$ cat src/rtl/mem_arb_pkg.sv
// mem_arb_pkg: shared types for the data-memory arbiter.
// FSM state enum, master id type, master constants, grant helper.
package mem_arb_pkg;

  typedef enum logic {
    IDLE   = 1'b0,
    ACCESS = 1'b1
  } state_t;

  typedef logic mid_t;

  localparam mid_t MASTER_CPU = 1'b0;
  localparam mid_t MASTER_DMA = 1'b1;

  // On contention the master that was not served last wins.
  function automatic mid_t pick(
    input logic r0,
    input logic r1,
    input mid_t last
  );
    if (r0 && r1) return mid_t'(~last);
    else if (r1)  return MASTER_DMA;
    else          return MASTER_CPU;
  endfunction

endpackage

$ cat src/rtl/mem_arb_timer.sv
// mem_arb_timer: saturating ACCESS-cycle counter for the arbiter abort.
// Ports: clk, reset (async active-low), clear, en, expired (LIMIT-th cycle).
module mem_arb_timer #(
  parameter int unsigned LIMIT = 255
) (
  input  logic clk,
  input  logic reset,
  input  logic clear,
  input  logic en,
  output logic expired
);

  localparam int W = (LIMIT > 1) ? $clog2(LIMIT + 1) : 1;

  logic [W-1:0] cnt;

  // cnt holds the number of ACCESS cycles already spent,
  // so the LIMIT-th cycle is the one with cnt == LIMIT-1.
  assign expired = (cnt == W'(LIMIT - 1));

  always_ff @(posedge clk or negedge reset) begin
    if (!reset) begin
      cnt <= '0;
    end else if (clear) begin
      cnt <= '0;
    end else if (en && !expired) begin
      cnt <= cnt + 1'b1;
    end
  end

endmodule

$ cat src/rtl/mem_arbiter.sv
// mem_arbiter: round-robin 2-master arbiter for the data-memory port.
// Ports: clk, reset (async low), m0/m1 req/wr/addr/wdata/ack/err,
//   m_rdata, mem_req/wr/addr/wdata/ready/rdata.
//   MEM_ARB_TIMEOUT_EN adds the TIMEOUT-cycle abort with err=1.
module mem_arbiter
  import mem_arb_pkg::*;
#(
  parameter int unsigned ADDR_W  = 32,
  parameter int unsigned DATA_W  = 32,
  parameter int unsigned TIMEOUT = 255
) (
  input  logic              clk,
  input  logic              reset,
  input  logic              m0_req,
  input  logic              m0_wr,
  input  logic [ADDR_W-1:0] m0_addr,
  input  logic [DATA_W-1:0] m0_wdata,
  output logic              m0_ack,
  output logic              m0_err,
  input  logic              m1_req,
  input  logic              m1_wr,
  input  logic [ADDR_W-1:0] m1_addr,
  input  logic [DATA_W-1:0] m1_wdata,
  output logic              m1_ack,
  output logic              m1_err,
  output logic [DATA_W-1:0] m_rdata,
  output logic              mem_req,
  output logic              mem_wr,
  output logic [ADDR_W-1:0] mem_addr,
  output logic [DATA_W-1:0] mem_wdata,
  input  logic              mem_ready,
  input  logic [DATA_W-1:0] mem_rdata
);

  if (TIMEOUT < 1) begin : g_bad_timeout
    $error("mem_arbiter: TIMEOUT must be at least 1");
  end

  state_t state, state_nx;
  mid_t   owner, owner_nx;
  mid_t   last, last_nx;

  logic access;
  logic done;
  logic abort;
  logic fin;
  logic is_dma;
  logic other_req;

  assign access = (state == ACCESS);
  assign is_dma = (owner == MASTER_DMA);
  assign done   = access && mem_ready;
  assign fin    = done || abort;

  // The just-served master is masked: only the other one
  // can keep the port busy without an IDLE cycle.
  assign other_req = is_dma ? m0_req : m1_req;

`ifdef MEM_ARB_TIMEOUT_EN
  logic expired;
  logic tmr_clear;

  assign tmr_clear = !access || fin;

  mem_arb_timer #(
    .LIMIT (TIMEOUT)
  ) u_timer (
    .clk     (clk),
    .reset   (reset),
    .clear   (tmr_clear),
    .en      (access),
    .expired (expired)
  );

  // A real completion in the same cycle beats the abort.
  assign abort = access && expired && !mem_ready;
`else
  assign abort = 1'b0;
`endif

  always_ff @(posedge clk or negedge reset) begin
    if (!reset) begin
      state <= IDLE;
      owner <= MASTER_CPU;
      last  <= MASTER_DMA;
    end else begin
      state <= state_nx;
      owner <= owner_nx;
      last  <= last_nx;
    end
  end

  always_comb begin
    state_nx = state;
    owner_nx = owner;
    last_nx  = last;
    unique case (state)
      IDLE: begin
        if (m0_req || m1_req) begin
          state_nx = ACCESS;
          owner_nx = pick(m0_req, m1_req, last);
        end
      end
      ACCESS: begin
        if (fin) begin
          last_nx = owner;
          if (other_req) owner_nx = mid_t'(~owner);
          else           state_nx = IDLE;
        end
      end
      default: state_nx = IDLE;
    endcase
  end

  assign mem_req   = access;
  assign mem_wr    = access && (is_dma ? m1_wr : m0_wr);
  assign mem_addr  = is_dma ? m1_addr : m0_addr;
  assign mem_wdata = is_dma ? m1_wdata : m0_wdata;

  assign m0_ack  = fin && !is_dma;
  assign m1_ack  = fin && is_dma;
  assign m0_err  = abort && !is_dma;
  assign m1_err  = abort && is_dma;
  assign m_rdata = done ? mem_rdata : '0;

endmodule

$ cat config.mk
export PLATFORM = sky130hd
export DESIGN_NAME = mem_arbiter
export DESIGN_NICKNAME = d
export VERILOG_FILES = /design/src/rtl/mem_arb_pkg.sv /design/src/rtl/mem_arb_timer.sv /design/src/rtl/mem_arbiter.sv
export SDC_FILE = /design/constraint.sdc
export NUM_CORES = 1
export LEC_CHECK = 0
export ABC_AREA = 1
export BUFFER_PORTS_ARGS = -buffer_cell sky130_fd_sc_hd__buf_2
export CAP_MARGIN = 0
export CELL_PAD_IN_SITES_DETAIL_PLACEMENT = 1
export CELL_PAD_IN_SITES_GLOBAL_PLACEMENT = 2
export CORE_ASPECT_RATIO = 2
export CORE_MARGIN = 8
export CORE_UTILIZATION = 10
export CTS_CLUSTER_SIZE = 24
export DETAILED_ROUTE_END_ITERATION = 10
export GPL_TIMING_DRIVEN = 0
export MAX_ROUTING_LAYER = met4
export PLACE_DENSITY = 0.95
export SLEW_MARGIN = 20
export SYNTH_ARGS = -nofsm -noshare
export SYNTH_HDL_FRONTEND = slang
export SYNTH_SLANG_ARGS = --single-unit
$ cat constraint.sdc
create_clock -name clk -period 1.5 [get_ports clk]
set_clock_uncertainty 0.1 [all_clocks]
set_input_delay 0.15 -clock clk [delete_from_list [all_inputs] [get_ports clk]]
set_output_delay 0.15 -clock clk [all_outputs]
set_load 0.02 [all_outputs]
# After elaboration in Yosys (flattened, before gate mapping)

Cells that the tools add are included.

Logic and storage cells: 33
Flip-flop bits (word level): 3
Bits of input ports: 167
Output and inout bits: 102

Muxes and demuxes: 15
Eq/ne operators: 3
Bitwise gates (word level): 3
Reductions and logical operators: 9

Operators by type and width:

| cell                                                                    | count |
|---|---|
| 32-bit two-way mux                                                      | 3 |
| 1-bit two-way mux                                                       | 10 |
| 1-bit logical AND                                                       | 5 |
| 2-bit by 1-bit inequality test with 1-bit output, second input constant | 2 |
| 1-bit one-hot mux with 2 select lines                                   | 2 |
| 1-bit inverter                                                          | 3 |
| 3-bit AND reduction                                                     | 1 |
| 2-bit inequality test, second input constant                            | 1 |
| 2-bit AND reduction                                                     | 1 |
| 1-bit logical NOT                                                       | 1 |
| 1-bit logical OR                                                        | 1 |

# Longest topological paths before layout

Depth after elaboration: 4
Mapped depth: 8
Depth with buffers taken out: 7

# Worst setup path after synthesis

Ideal clock, no wire load.

Path type: register -> output
From: reg state, in the netlist mem_req
To: out m0_ack
Stages on the path, launching flop included: 4
Data arrival time: 1.128 ns
Path slack: 0.122 ns
Required time: 1.250 ns
Buffers on the path: 1
Path through: dfrtp_1 > nand2_2 > buf_2 > nor2_1

Word-level cells in the longest chain between the ends: 2

RTL lines:

| item                   | line               | source |
|---|---|---|
| start, declared        | mem_arbiter.sv:39  | `state_t state, state_nx;` |
| start signal, assigned | mem_arbiter.sv:87  | `state <= state_nx;` |
| 1-bit logical AND      | mem_arbiter.sv:52  | `assign done = access && mem_ready;` |
| 1-bit logical AND      | mem_arbiter.sv:120 | `assign m0_ack = fin && !is_dma;` |
| end, declared          | mem_arbiter.sv:18  | `output logic m0_ack,` |

Every way passes these cells.

# Worst setup path in the final report

From: reg owner, in the netlist is_dma
To: out mem_wdata[16]

Word-level cells in the longest chain between the ends: 1

RTL lines:

| item                   | line               | source |
|---|---|---|
| start, declared        | mem_arbiter.sv:40  | `mid_t owner, owner_nx;` |
| start signal, assigned | mem_arbiter.sv:88  | `owner <= owner_nx;` |
| 32-bit two-way mux     | mem_arbiter.sv:118 | `assign mem_wdata = is_dma ? m1_wdata : m0_wdata;` |
| end, declared          | mem_arbiter.sv:30  | `output logic [DATA_W-1:0] mem_wdata,` |

Every way passes these cells.

==> metrics.cfg <==
[worst_setup_path]
crit_path_frequent_cell = sky130_fd_sc_hd__nand2_1
setup.worst_path.end_class = output port
crit_path_end = mem_wdata[16]
arrival_ns = 1.34
r2r_cells = 8
timing.rr.end = is_dma$_DFFE_PN0P_
critical_path.max_stage_delay_ns = 0.43
worstPathMaxFanout = 6
reg2reg_setup_slack_ns = 0.16
cp.required_ns = 1.25
crit_path_top_delay_cell = sky130_fd_sc_hd__dfrtp_2
critPathLaunchType = register
critical_path.cell_chain = clkinv_4 -> clkbuf_16 -> buf_16 -> nand2_1 -> nand2_1 -> buf_6
worst-setup-path-type = reg2out
timing.rr.start = is_dma$_DFFE_PN0P_
crit_path_start = is_dma$_DFFE_PN0P_

[synthesis]
synth-simple-area-share = 0.716
post-synth-top-area-fraction = 0.596
post_synth_mux_area_share = 0
post_synth_xor_area_fraction = 0
yosys_register_bits = 3
proportion_of_synthesized_chip_area_in_sequential_cells = 0.0591
yosysWarnings = 0
ys_top_cells_by_area = sky130_fd_sc_hd__nand2_1 60%, sky130_fd_sc_hd__nor2_1 9.9%, sky130_fd_sc_hd__inv_1 9.3%, sky130_fd_sc_hd__buf_6 4.4%, sky130_fd_sc_hd__dfrtp_1 3.9%
synth-compound-area-share = 0.00775
mappedNetlistArea_mm2 = 0.00129
dominant_combinational_cell_family_by_area_after_synthesis = simple AND/OR/NAND/NOR gates
synth_top_cell_by_area = sky130_fd_sc_hd__nand2_1
syn_area_per_cell_um2 = 4.25
synth-adder-area-share = 0
synth.distinct_cells = 16
synthCells = 304

[sta]
timing.final.crit_share = 1.06
worst_slack_ns = -0.0942
fin_hold_ws_ns = 0.0998
report.final.setup_viol = 54
final-hold-violation-count = 0
rsz_0062_raised_after_global_routing = yes
final_number_of_max_transition_violations = 0
fin_crit_period_ns = 1.59
max_freq_mhz = 627

[pwr]
powerDensity_mw_per_mm2 = 1760
leakage_power_total_uw = 0.00239
vdd.ir_drop.worst_v = 0.000944

[placed_design]
dp.final_hpwl_um = 9380
place_congestion = 0.775
io_buffer_count = 266
post-place-cells = 723

[cts]
h_tree_lvl_count = 1
numCtsBuffers = 3
clkSlewWorstSetupHoldPaths_ns = 0.03
clkSinkCount = 3
cts.root.buffer_cell = sky130_fd_sc_hd__clkbuf_16
tritoncts = yes
worst_skew_late_latency_ns = 0.22
max-clock-path-buffers = 2

[grt]
global_route_wire_length_before_repair_um = 15300
grt-ovfl-total = 0
grt_max_degree = 12
via_count_of_the_first_global_routing_pass = 3194
antenna_violations_before_repair = 0
total_global_route_track_usage = 0.119

[routing]
drt_wl_total_um = 11700
final_antenna_net_count = 0
drt_drc_violations_left = 0
route.vias.total = 2970
drtPass1Iterations = 4
post_drt_wl_per_cell_um = 15.9
vias_per_cell = 4.02
first_iter_violations = 34

[floorplanning]
core_mm2 = 0.0128
design.portCount = 269
floorplan.rows = 59
start_util = 0.101
fp.dieArea_mm2 = 0.0170
dieHeight_um = 177
die_x_um = 96.4

[layout]
area_growth_pct = 188
final_layout_size_suffix_gt1_frac = 0.645
finish.utilization = 0.290
num-nets-final = 754
stdcell_count = 738
n_antenna_cell = 0
fill_cells = 1709

[min_path]
worstHoldPathType = in2reg
hold-path-cell-count = 3

[job]
max-cap-violations = 0

[run_status]
failed_checks = negative setup slack
run_status = finished, violations left

cells by family (layout without fill, tap and decap cells):
kind of cell    after synthesis  in the layout
flops                         3              3
buf+inv                      54            335
other cells                   1              2
compound gates                2              2
simple gates                244            244
worst min-delay path by stage:
stage	slack (ns)	startpoint	end
after floorplan	-0.25	reset	is_dma$_DFFE_PN0P_
after global placement	-0.15	reset	mem_req$_DFF_PN0_
after detailed placement	-0.15	reset	mem_req$_DFF_PN0_
after CTS	0.1	m1_req	mem_req$_DFF_PN0_
after global routing	0.14	m1_req	mem_req$_DFF_PN0_
final	0.1	m1_req	mem_req$_DFF_PN0_
sequential cells by signal, summed over array words and instances (netlist names):
signal   count
is_dma       1
mem_req      1
last         1
layout make-up:
class | instances | area [um^2] | area share
multi-input cells | 248 | 1220 | 0.328
repair buffers | 279 | 1820 | 0.489
well taps | 152 | 190 | 0.0511
clock buffers | 4 | 78.8 | 0.0212
inverters | 34 | 133 | 0.0356
plain buffers | 18 | 203 | 0.0545
flip-flops and latches | 3 | 78.8 | 0.0212
critical path: cells and delay by family (launching register included):
kind                   cells  cell delay [ns]
buffers and inverters      4             0.56
and+or+nand+nor            2             0.12
DFF                        1             0.43
cell usage after synthesis:
cell,count
sky130_fd_sc_hd__buf_2,9
sky130_fd_sc_hd__inv_2,1
sky130_fd_sc_hd__or2_1,1
sky130_fd_sc_hd__nand2_2,1
sky130_fd_sc_hd__inv_4,1
sky130_fd_sc_hd__inv_1,32
sky130_fd_sc_hd__a21oi_1,1
sky130_fd_sc_hd__nor2_1,34
sky130_fd_sc_hd__nand2_1,205
sky130_fd_sc_hd__dfrtp_1,2
sky130_fd_sc_hd__o21ai_0,1
sky130_fd_sc_hd__buf_6,5
sky130_fd_sc_hd__buf_4,6
sky130_fd_sc_hd__conb_1,1
sky130_fd_sc_hd__dfstp_2,1
sky130_fd_sc_hd__nand3_1,3
power breakdown:
group | switching (uW) | leakage (uW) | internal, uW | total (uW)
Clock | 68.2 | 0.0000382 | 350 | 418
Combinational | 3330 | 0.00232 | 2620 | 5950
Sequential | 61.9 | 0.0000314 | 130 | 191
Total | 3460 | 0.00239 | 3100 | 6560
per-stage QoR:
stage / total power, uW / TNS (ns) / area (um^2) / worst slack [ns]
3_5_place_dp: 4380 / -0.0554 / 2820 / -0.0340
3_3_place_gp: 4320 / -0.0164 / 2820 / -0.0164
4_1_cts: 5710 / -3.76 / 3260 / -0.117
6_report: 6560 / -2.95 / 3720 / -0.0942
5_1_grt: 7050 / -7.83 / 3720 / -0.170
2_1_floorplan: 2750 / 0 / 1290 / 0.122
repair_timing:
item	4_1_cts	5_1_grt
endpoints found under the setup margin	95	95
gates cloned	1	3
resized for setup	101	116
endpoints found under the hold margin	3	0
buffers inserted	5	3
hold buffers	1	0
pin swaps	3	20
cell usage in the layout, fill, tap and decap left out, types with 3 or more instances in the layout:
cell	Yosys	routed
sky130_fd_sc_hd__inv_1	32	32
sky130_fd_sc_hd__buf_6	5	54
sky130_fd_sc_hd__nand2_2	1	54
sky130_fd_sc_hd__buf_2	9	214
sky130_fd_sc_hd__buf_8	0	5
sky130_fd_sc_hd__clkbuf_16	0	6
sky130_fd_sc_hd__nand3_1	3	3
sky130_fd_sc_hd__buf_4	6	17
sky130_fd_sc_hd__nand2_1	205	135
sky130_fd_sc_hd__nand2_4	0	16
sky130_fd_sc_hd__nor2_1	34	32
routing by layer:
metal	GRT usage	vias to the layer above	part of all wire
met5	-	-	0
met4	0.0350	0	0.015
met3	0.0302	8	0.13
met2	0.209	240	0.48
met1	0.125	1296	0.38
li1	-	1426	-
No activity file was read; power rests on OpenSTA's default activity.
